==> src/rtl/wb_stage_pkg.sv <==
// Shared constants and debug-tag types for the MIPS write-back stage.
package wb_stage_pkg;

    localparam int unsigned WB_DATA_W = 32;
    localparam int unsigned WB_ADDR_W = 5;
    localparam int unsigned WB_CNT_W  = 32;
    localparam int unsigned TAG_W     = 4;

    localparam logic [WB_ADDR_W-1:0] REG_ZERO = 5'd0;

    // Debug instruction-type encodings carried alongside each instruction
    typedef enum logic [TAG_W-1:0] {
        INS_NOP    = 4'd0,
        INS_ALU    = 4'd1,
        INS_LOAD   = 4'd2,
        INS_STORE  = 4'd3,
        INS_BRANCH = 4'd4,
        INS_JUMP   = 4'd5
    } ins_type_e;

    typedef struct packed {
        logic [TAG_W-1:0] ins_type;
        logic [TAG_W-1:0] ins_number;
    } dbg_tag_t;

endpackage

==> src/rtl/wb_retire_cnt.sv <==
// Retired-instruction counter: wraps modulo 2^CNT_W, async active-low clear.
module wb_retire_cnt #(
    parameter int unsigned CNT_W = 32
) (
    input  logic             clk,
    input  logic             rst_n,
    input  logic             en_i,
    output logic [CNT_W-1:0] cnt_o
);

    logic [CNT_W-1:0] cnt_q;
    logic [CNT_W-1:0] cnt_d;

    always_comb begin
        cnt_d = cnt_q;
        if (en_i) begin
            cnt_d = cnt_q + CNT_W'(1);
        end
    end

    always_ff @(posedge clk or negedge rst_n) begin
        if (!rst_n) begin
            cnt_q <= '0;
        end else begin
            cnt_q <= cnt_d;
        end
    end

    assign cnt_o = cnt_q;

endmodule

==> src/rtl/wb_stage.sv <==
// MIPS write-back stage: WB pipeline register, write-data select, regfile write
// port, one-deep write history for late-hazard bypass and retired counter.
module wb_stage
    import wb_stage_pkg::*;
#(
    parameter int unsigned DATA_W = WB_DATA_W,
    parameter int unsigned ADDR_W = WB_ADDR_W,
    parameter int unsigned CNT_W  = WB_CNT_W
) (
    input  logic              clk,
    input  logic              rst,
    input  logic              stall,
    input  logic              flush,
    input  logic              mem_valid,
    input  logic              mem_wreg,
    input  logic              mem_m2reg,
    input  logic [ADDR_W-1:0] mem_destR,
    input  logic [DATA_W-1:0] mem_aluR,
    input  logic [DATA_W-1:0] mem_mdata,
    input  logic [3:0]        MEM_ins_type,
    input  logic [3:0]        MEM_ins_number,
    output logic [ADDR_W-1:0] wb_destR,
    output logic [DATA_W-1:0] wb_dest,
    output logic              wb_wreg,
    output logic [ADDR_W-1:0] last_destR,
    output logic [DATA_W-1:0] last_dest,
    output logic              last_wreg,
    output logic [CNT_W-1:0]  retired,
    output logic [3:0]        WB_ins_type,
    output logic [3:0]        WB_ins_number
);

    logic              v_q, v_d;
    logic              wreg_q, wreg_d;
    logic              m2reg_q, m2reg_d;
    logic [ADDR_W-1:0] destR_q, destR_d;
    logic [DATA_W-1:0] aluR_q, aluR_d;
    logic [DATA_W-1:0] mdata_q, mdata_d;
    dbg_tag_t          tag_q, tag_d;

    logic [ADDR_W-1:0] last_destR_q;
    logic [DATA_W-1:0] last_dest_q;
    logic              last_wreg_q;

    logic              load_c;

    assign load_c = !flush && !stall;

    // Next-state for the WB register: flush > stall > load
    always_comb begin
        v_d     = v_q;
        wreg_d  = wreg_q;
        m2reg_d = m2reg_q;
        destR_d = destR_q;
        aluR_d  = aluR_q;
        mdata_d = mdata_q;
        tag_d   = tag_q;
        if (flush) begin
            v_d     = 1'b0;
            wreg_d  = 1'b0;
            m2reg_d = 1'b0;
            destR_d = '0;
            aluR_d  = '0;
            mdata_d = '0;
            tag_d   = '0;
        end else if (!stall) begin
            v_d     = mem_valid;
            wreg_d  = mem_wreg & mem_valid;
            m2reg_d = mem_m2reg;
            destR_d = mem_destR;
            aluR_d  = mem_aluR;
            mdata_d = mem_mdata;
            tag_d   = '{ins_type: MEM_ins_type, ins_number: MEM_ins_number};
        end
    end

    always_ff @(posedge clk or negedge rst) begin
        if (!rst) begin
            v_q          <= 1'b0;
            wreg_q       <= 1'b0;
            m2reg_q      <= 1'b0;
            destR_q      <= '0;
            aluR_q       <= '0;
            mdata_q      <= '0;
            tag_q        <= '0;
            last_destR_q <= '0;
            last_dest_q  <= '0;
            last_wreg_q  <= 1'b0;
        end else begin
            v_q          <= v_d;
            wreg_q       <= wreg_d;
            m2reg_q      <= m2reg_d;
            destR_q      <= destR_d;
            aluR_q       <= aluR_d;
            mdata_q      <= mdata_d;
            tag_q        <= tag_d;
            last_destR_q <= wb_destR;
            last_dest_q  <= wb_dest;
            last_wreg_q  <= wb_wreg;
        end
    end

    // A held instruction must not write again, and $zero is never written
    assign wb_dest       = m2reg_q ? mdata_q : aluR_q;
    assign wb_destR      = destR_q;
    assign wb_wreg       = v_q & wreg_q & (destR_q != ADDR_W'(REG_ZERO)) & !stall;
    assign WB_ins_type   = tag_q.ins_type;
    assign WB_ins_number = tag_q.ins_number;

    assign last_destR = last_destR_q;
    assign last_dest  = last_dest_q;
    assign last_wreg  = last_wreg_q;

    wb_retire_cnt #(
        .CNT_W (CNT_W)
    ) u_retire_cnt (
        .clk   (clk),
        .rst_n (rst),
        .en_i  (load_c & mem_valid),
        .cnt_o (retired)
    );

endmodule

==> config.mk <==
export PLATFORM = sky130hd
export DESIGN_NAME = wb_stage
export DESIGN_NICKNAME = d
export VERILOG_FILES = /design/src/rtl/wb_stage_pkg.sv /design/src/rtl/wb_retire_cnt.sv /design/src/rtl/wb_stage.sv
export SDC_FILE = /design/constraint.sdc
export NUM_CORES = 1
export LEC_CHECK = 0
export BUFFER_PORTS_ARGS = -buffer_cell sky130_fd_sc_hd__buf_2
export CORE_ASPECT_RATIO = 1.25
export CORE_MARGIN = 10
export CORE_UTILIZATION = 41
export DETAILED_ROUTE_END_ITERATION = 8
export GPL_TIMING_DRIVEN = 0
export PLACE_DENSITY = 0.67
export SLEW_MARGIN = 20
export SYNTH_ARGS = -nofsm -noshare
export SYNTH_HDL_FRONTEND = slang
export SYNTH_SLANG_ARGS = --single-unit
export TNS_END_PERCENT = 100
==> constraint.sdc <==
create_clock -name clk -period 5.1 [get_ports clk]
set_input_delay 1.02 -clock clk [delete_from_list [all_inputs] [get_ports clk]]
set_output_delay 1.02 -clock clk [all_outputs]
set_load 0.05 [all_outputs]
Word level (Yosys, flattened, before mapping). Index checks and enable logic that the tools add are counted.

Flip-flop bits (word level): 150. Input bits: 84. Output and inout port bits: 116. Word-level logic and storage cells: 38.

Add/sub/neg operators: 1. Equality and inequality tests: 1. Multiplexer cells: 15. Bitwise logic cells: 5. Reductions and logical operators: 4.

Operator list (count): two-way mux 32 bit (5); adder 32 x 1 -> 32 bit (second input constant) (1); two-way mux 8 bit (2); two-way mux 5 bit (2); two-way mux 1 bit (6); bitwise AND 1 bit (5); nonzero test 5 bit (1); zero test 1 bit (2); != test 2 x 1 -> 1 bit (second input constant) (1); logical AND 1 bit (1).

Longest topological paths before layout.
Depth after elaboration: 3. Depth in mapped cells: 6. Gate-level depth less buffers: 5.

Modules after synthesis. From an unflattened synthesis, not the netlist that was laid out.

Cells, all modules: 462. Area total of the unflattened synthesis: 6119.6 sq um.

By module, submodules not included: wb_stage (instances 1, cells an instance 339, area an instance 4670.7 sq um, sequential area each 2952.8 sq um); wb_retire_cnt (instances 1, cells an instance 123, area an instance 1448.9 sq um, sequential area each 800.8 sq um).

Least setup slack after synthesis. Ideal clock, no wire load.

Path type: input port to output port. Start: input stall. End: output wb_wreg. Arrival time: 2.659 ns. Required time: 4.080 ns. Setup slack: 1.421 ns. Stages on the path: 3. Path buffers: 2. Path through: clkbuf_1 > buf_1 > nor3_1.

Longest elaborated chain between the ends: 2.

RTL lines: start, declared (line wb_stage.sv:12) `input logic stall,`; zero test 1 bit (line wb_stage.sv:106) `assign wb_wreg = v_q & wreg_q & (destR_q != ADDR_W'(REG_ZERO)) & !stall;`; bitwise AND 1 bit (line wb_stage.sv:106); end, declared (line wb_stage.sv:24) `output logic wb_wreg,`.

Every way passes these cells.

Final worst setup path. Ends and elaborated chain as after synthesis.

==> key figures <==
Run status
  – Run status: completed

Clock tree
  – CTS tree: yes
  – Root Buffer: clkbuf_16
  – Clock Latency Late Sink: 0.42 ns
  – Cts hold-fix bufs: 0
  – Clock buffer depth: 2
  – Clock sinks: 150
  – Postcts setup bufs: 0
  – Total CTS buffers: 17
  – H-tree depth: 4
  – Clock transition at the registers of the reported paths: 0.06 ns
  – Resized Gates After CTS: 0

Synth
  – Post-synth top area share: 61.8%
  – Mapped Area: 6070 um^2
  – Synth cell types: 31
  – Post-synth top area cell: dfrtp_1
  – Avg Cell Area, Syn: 12.8 um^2
  – Ys async rst share: 100%
  – Register bit total from synthesis: 150
  – Largest cells by area after synthesis: dfrtp_1, mux2i_1, mux2_2
  – Post-synth EDFFs: 0
  – Warnings from Yosys: 0
  – Net count after synthesis: 561
  – Prevailing post-synth register cell: dfrtp_1
  – Seq/Total Area, Yosys: 61.8%
  – Synthesized instance count: 476

Critical path
  – Reg2reg setup slack: 3.16 ns
  – Max incr delay on CP: 0.54 ns
  – Critical Path RT: 4.08 ns
  – CP arrival: 2.45 ns
  – Kind of critical path: in2out
  – CP Capture Point: wb_wreg
  – Crit-path slowest cell: buf_1
  – CP Cell Sequence: buf_2, clkbuf_1, buf_1, nor3_1, buf_2
  – Crit-path max FO: 10
  – Reg-to-Reg Start: u_retire_cnt.cnt_o[18]$_DFFE_PN0P_
  – Reg2Reg Capture Point: u_retire_cnt.cnt_o[31]$_DFFE_PN0P_
  – Worst reg2reg path depth: 4
  – Worst Setup SP: stall
  – Crit end category: output pin
  – Critical Path Most Common Cell: buf_2
  – Critical Path Source Type: input port

Layout
  – Nets: 779
  – Area growth syn-to-layout: 29.6%
  – Share of post-route cells with drive strength above 1: 38.2%
  – Post-route cell area: 7870 um^2

Die
  – Io pins: 200
  – Die width: 129 um
  – Standard-cell rows: 49
  – Die H: 156 um
  – Initial Utilization: 42.0%
  – Die ar.: 20100 um^2
  – Core Region: 14500 um^2

Routing
  – Routed Antenna Nets: 0
  – DR pass1 iterations: 4
  – Wirelength per Cell: 18.6 um
  – Routed WL: 16.5 mm
  – Post-route DRC: 0
  – DRT iter0 DRCs: 228
  – Routed vias: 4454
  – Post-DR vias/cell: 5.02

Pwr
  – VDD IR max: 0.000276 V
  – Clk network pwr share: 38.1%
  – Switch Pwr: 0.939 mW
  – Leakage: 4.31 nW
  – P_int: 2.05 mW
  – Sw Share: 31.4%
  – Gate power share: 18.0%
  – Sequential share of power: 43.9%
  – Power per cell area: 380 nW/um^2

STA
  – Min cycle time layout: 3.47 ns
  – Maximum clock rate: 288 MHz
  – RSZ-0062 raised after global routing: no
  – Fin. Hold Viols: 0
  – Period utilisation layout: 68.1%
  – Fin Clk Skew: 0.00698 ns
  – Final Setup Violations: 0
  – Setup tns final: 0 ns
  – Worst slew margin: 36.7%
  – Fin. max-slew vios: 0
  – Worst-Margin Slew: 0.947 ns

Global route
  – Tot GR Track Use: 16.4%
  – First-pass GRT wire length: 25.8 mm
  – Largest net degree at the start of global routing: 79
  – Initial antenna violation count: 3
  – Remaining global-route overflow: 0
  – Vias in the first global route: 4759

Place
  – Gpl congestion: 0.816
  – PortBufs: 198
  – Placed Area: 7320 um^2
  – Post-detail-place hpwl: 12.5 mm

Run
  – Max cap viols: 0

Min path
  – Worst Hold Class: reg2reg
-- power by group through the flow --
stage	logic (mW)	registers [mW]	clock network, mW
after global placement	0.536	1.33	0
after CTS	0.545	1.31	1.16
after detailed placement	0.544	1.34	0
final	0.537	1.31	1.14
after floorplan	0.211	1.49	0
after global routing	0.573	1.32	1.21
-- critical path: cells and delay by family --
kind          cells  cell delay (ns)
simple gates      1             0.15
buf+inv           4             1.28
-- placed cells by master, fill, tap and decap left out, drive strengths merged, types with 9 or more instances in the layout --
| master | netlist | final |
|---|---|---|
| nand3 | 12 | 12 |
| nand4 | 10 | 10 |
| xor2 | 15 | 15 |
| clkinv | 0 | 9 |
| dfrtp | 150 | 150 |
| nand2 | 12 | 12 |
| buf | 4 | 203 |
| xnor2 | 16 | 16 |
| nor2 | 87 | 87 |
| clkbuf | 21 | 39 |
| mux2 | 33 | 33 |
| mux2i | 78 | 78 |
-- cell type report --
cell class	count	area (um^2)
antenna	2	5.00
buffer	25	105
clock buffer	18	439
clock inverter	14	101
fill	1273	6600
inverter	1	3.75
multi-input combinational	300	2210
sequential	150	3750
tap	178	223
timing repair buffer	199	1030
-- worst min-delay path by stage --
| stage | start | to | depth (start not counted) | slack, ns |
|---|---|---|---|---|
| final | wb_destR[2]$_DFFE_PN0P_ | last_destR[2]$_DFF_PN0_ | 0 | 0.42 |
| after detailed placement | wb_destR[3]$_DFFE_PN0P_ | last_destR[3]$_DFF_PN0_ | 0 | 0.40 |
| after floorplan | v_q$_DFFE_PN0P_ | v_q$_DFFE_PN0P_ | 2 | 0.48 |
| after global placement | wb_destR[3]$_DFFE_PN0P_ | last_destR[3]$_DFF_PN0_ | 0 | 0.40 |
| after global routing | wb_destR[3]$_DFFE_PN0P_ | last_destR[3]$_DFF_PN0_ | 0 | 0.43 |
| after CTS | wb_destR[3]$_DFFE_PN0P_ | last_destR[3]$_DFF_PN0_ | 0 | 0.42 |
-- sequential cells by signal (all words and copies together) (netlist names) --
register and flops:
m2reg_q 1, last_destR 5, wreg_q 1, u_retire_cnt.cnt_o 32, aluR_q 32, last_wreg 1, wb_destR 5, v_q 1
mdata_q 32, WB_ins_number 4, WB_ins_type 4, last_dest 32
-- Yosys cell counts, types with 4 or more instances --
library cell    n
dfrtp_1       150
nor2_1         87
mux2i_1        78
mux2_2         33
clkbuf_1       21
xnor2_1        16
xor2_1         15
nand2_1        12
nand3_1        12
nand4_1        10
and3_1          5
nor4_1          5
and2_1          4
and4_1          4
nor3_1          4
-- per-stage QoR --
stage | cells | power, mW | utilization, % | hold slack (ns) | setup WS [ns]
after floorplan | 476 | 1.70 | - | 0.483 | 1.42
after global placement | 852 | 1.87 | 50.3 | 0.397 | 0.884
after detailed placement | 853 | 1.88 | 50.6 | 0.403 | 1.62
after CTS | 885 | 3.02 | 54.3 | 0.418 | 1.61
after global routing | 885 | 3.11 | 54.3 | 0.428 | 1.51
final | 887 | 2.99 | 54.4 | 0.418 | 1.63
-- per-layer routing --
metal	track usage, %	vias up	share of wire [%]
met5	0	-	0.19
met4	5.48	4	1.3
met3	6.22	23	9.1
met2	27.6	155	50
met1	18.7	2206	40
li1	-	2066	-
-- kinds of logic after synthesis --
group,Yosys count,synth area share [%]
adder cells (fa/ha/maj),1,0.206
AND/OR/NAND/NOR,155,12.5
XOR/XNOR,31,4.47
AO/OA/AOI/OAI,2,0.206
flip-flops,150,61.8
multiplexers,111,19.0
buffers and inverters,26,1.79
No activity file was read; power rests on OpenSTA's default activity.
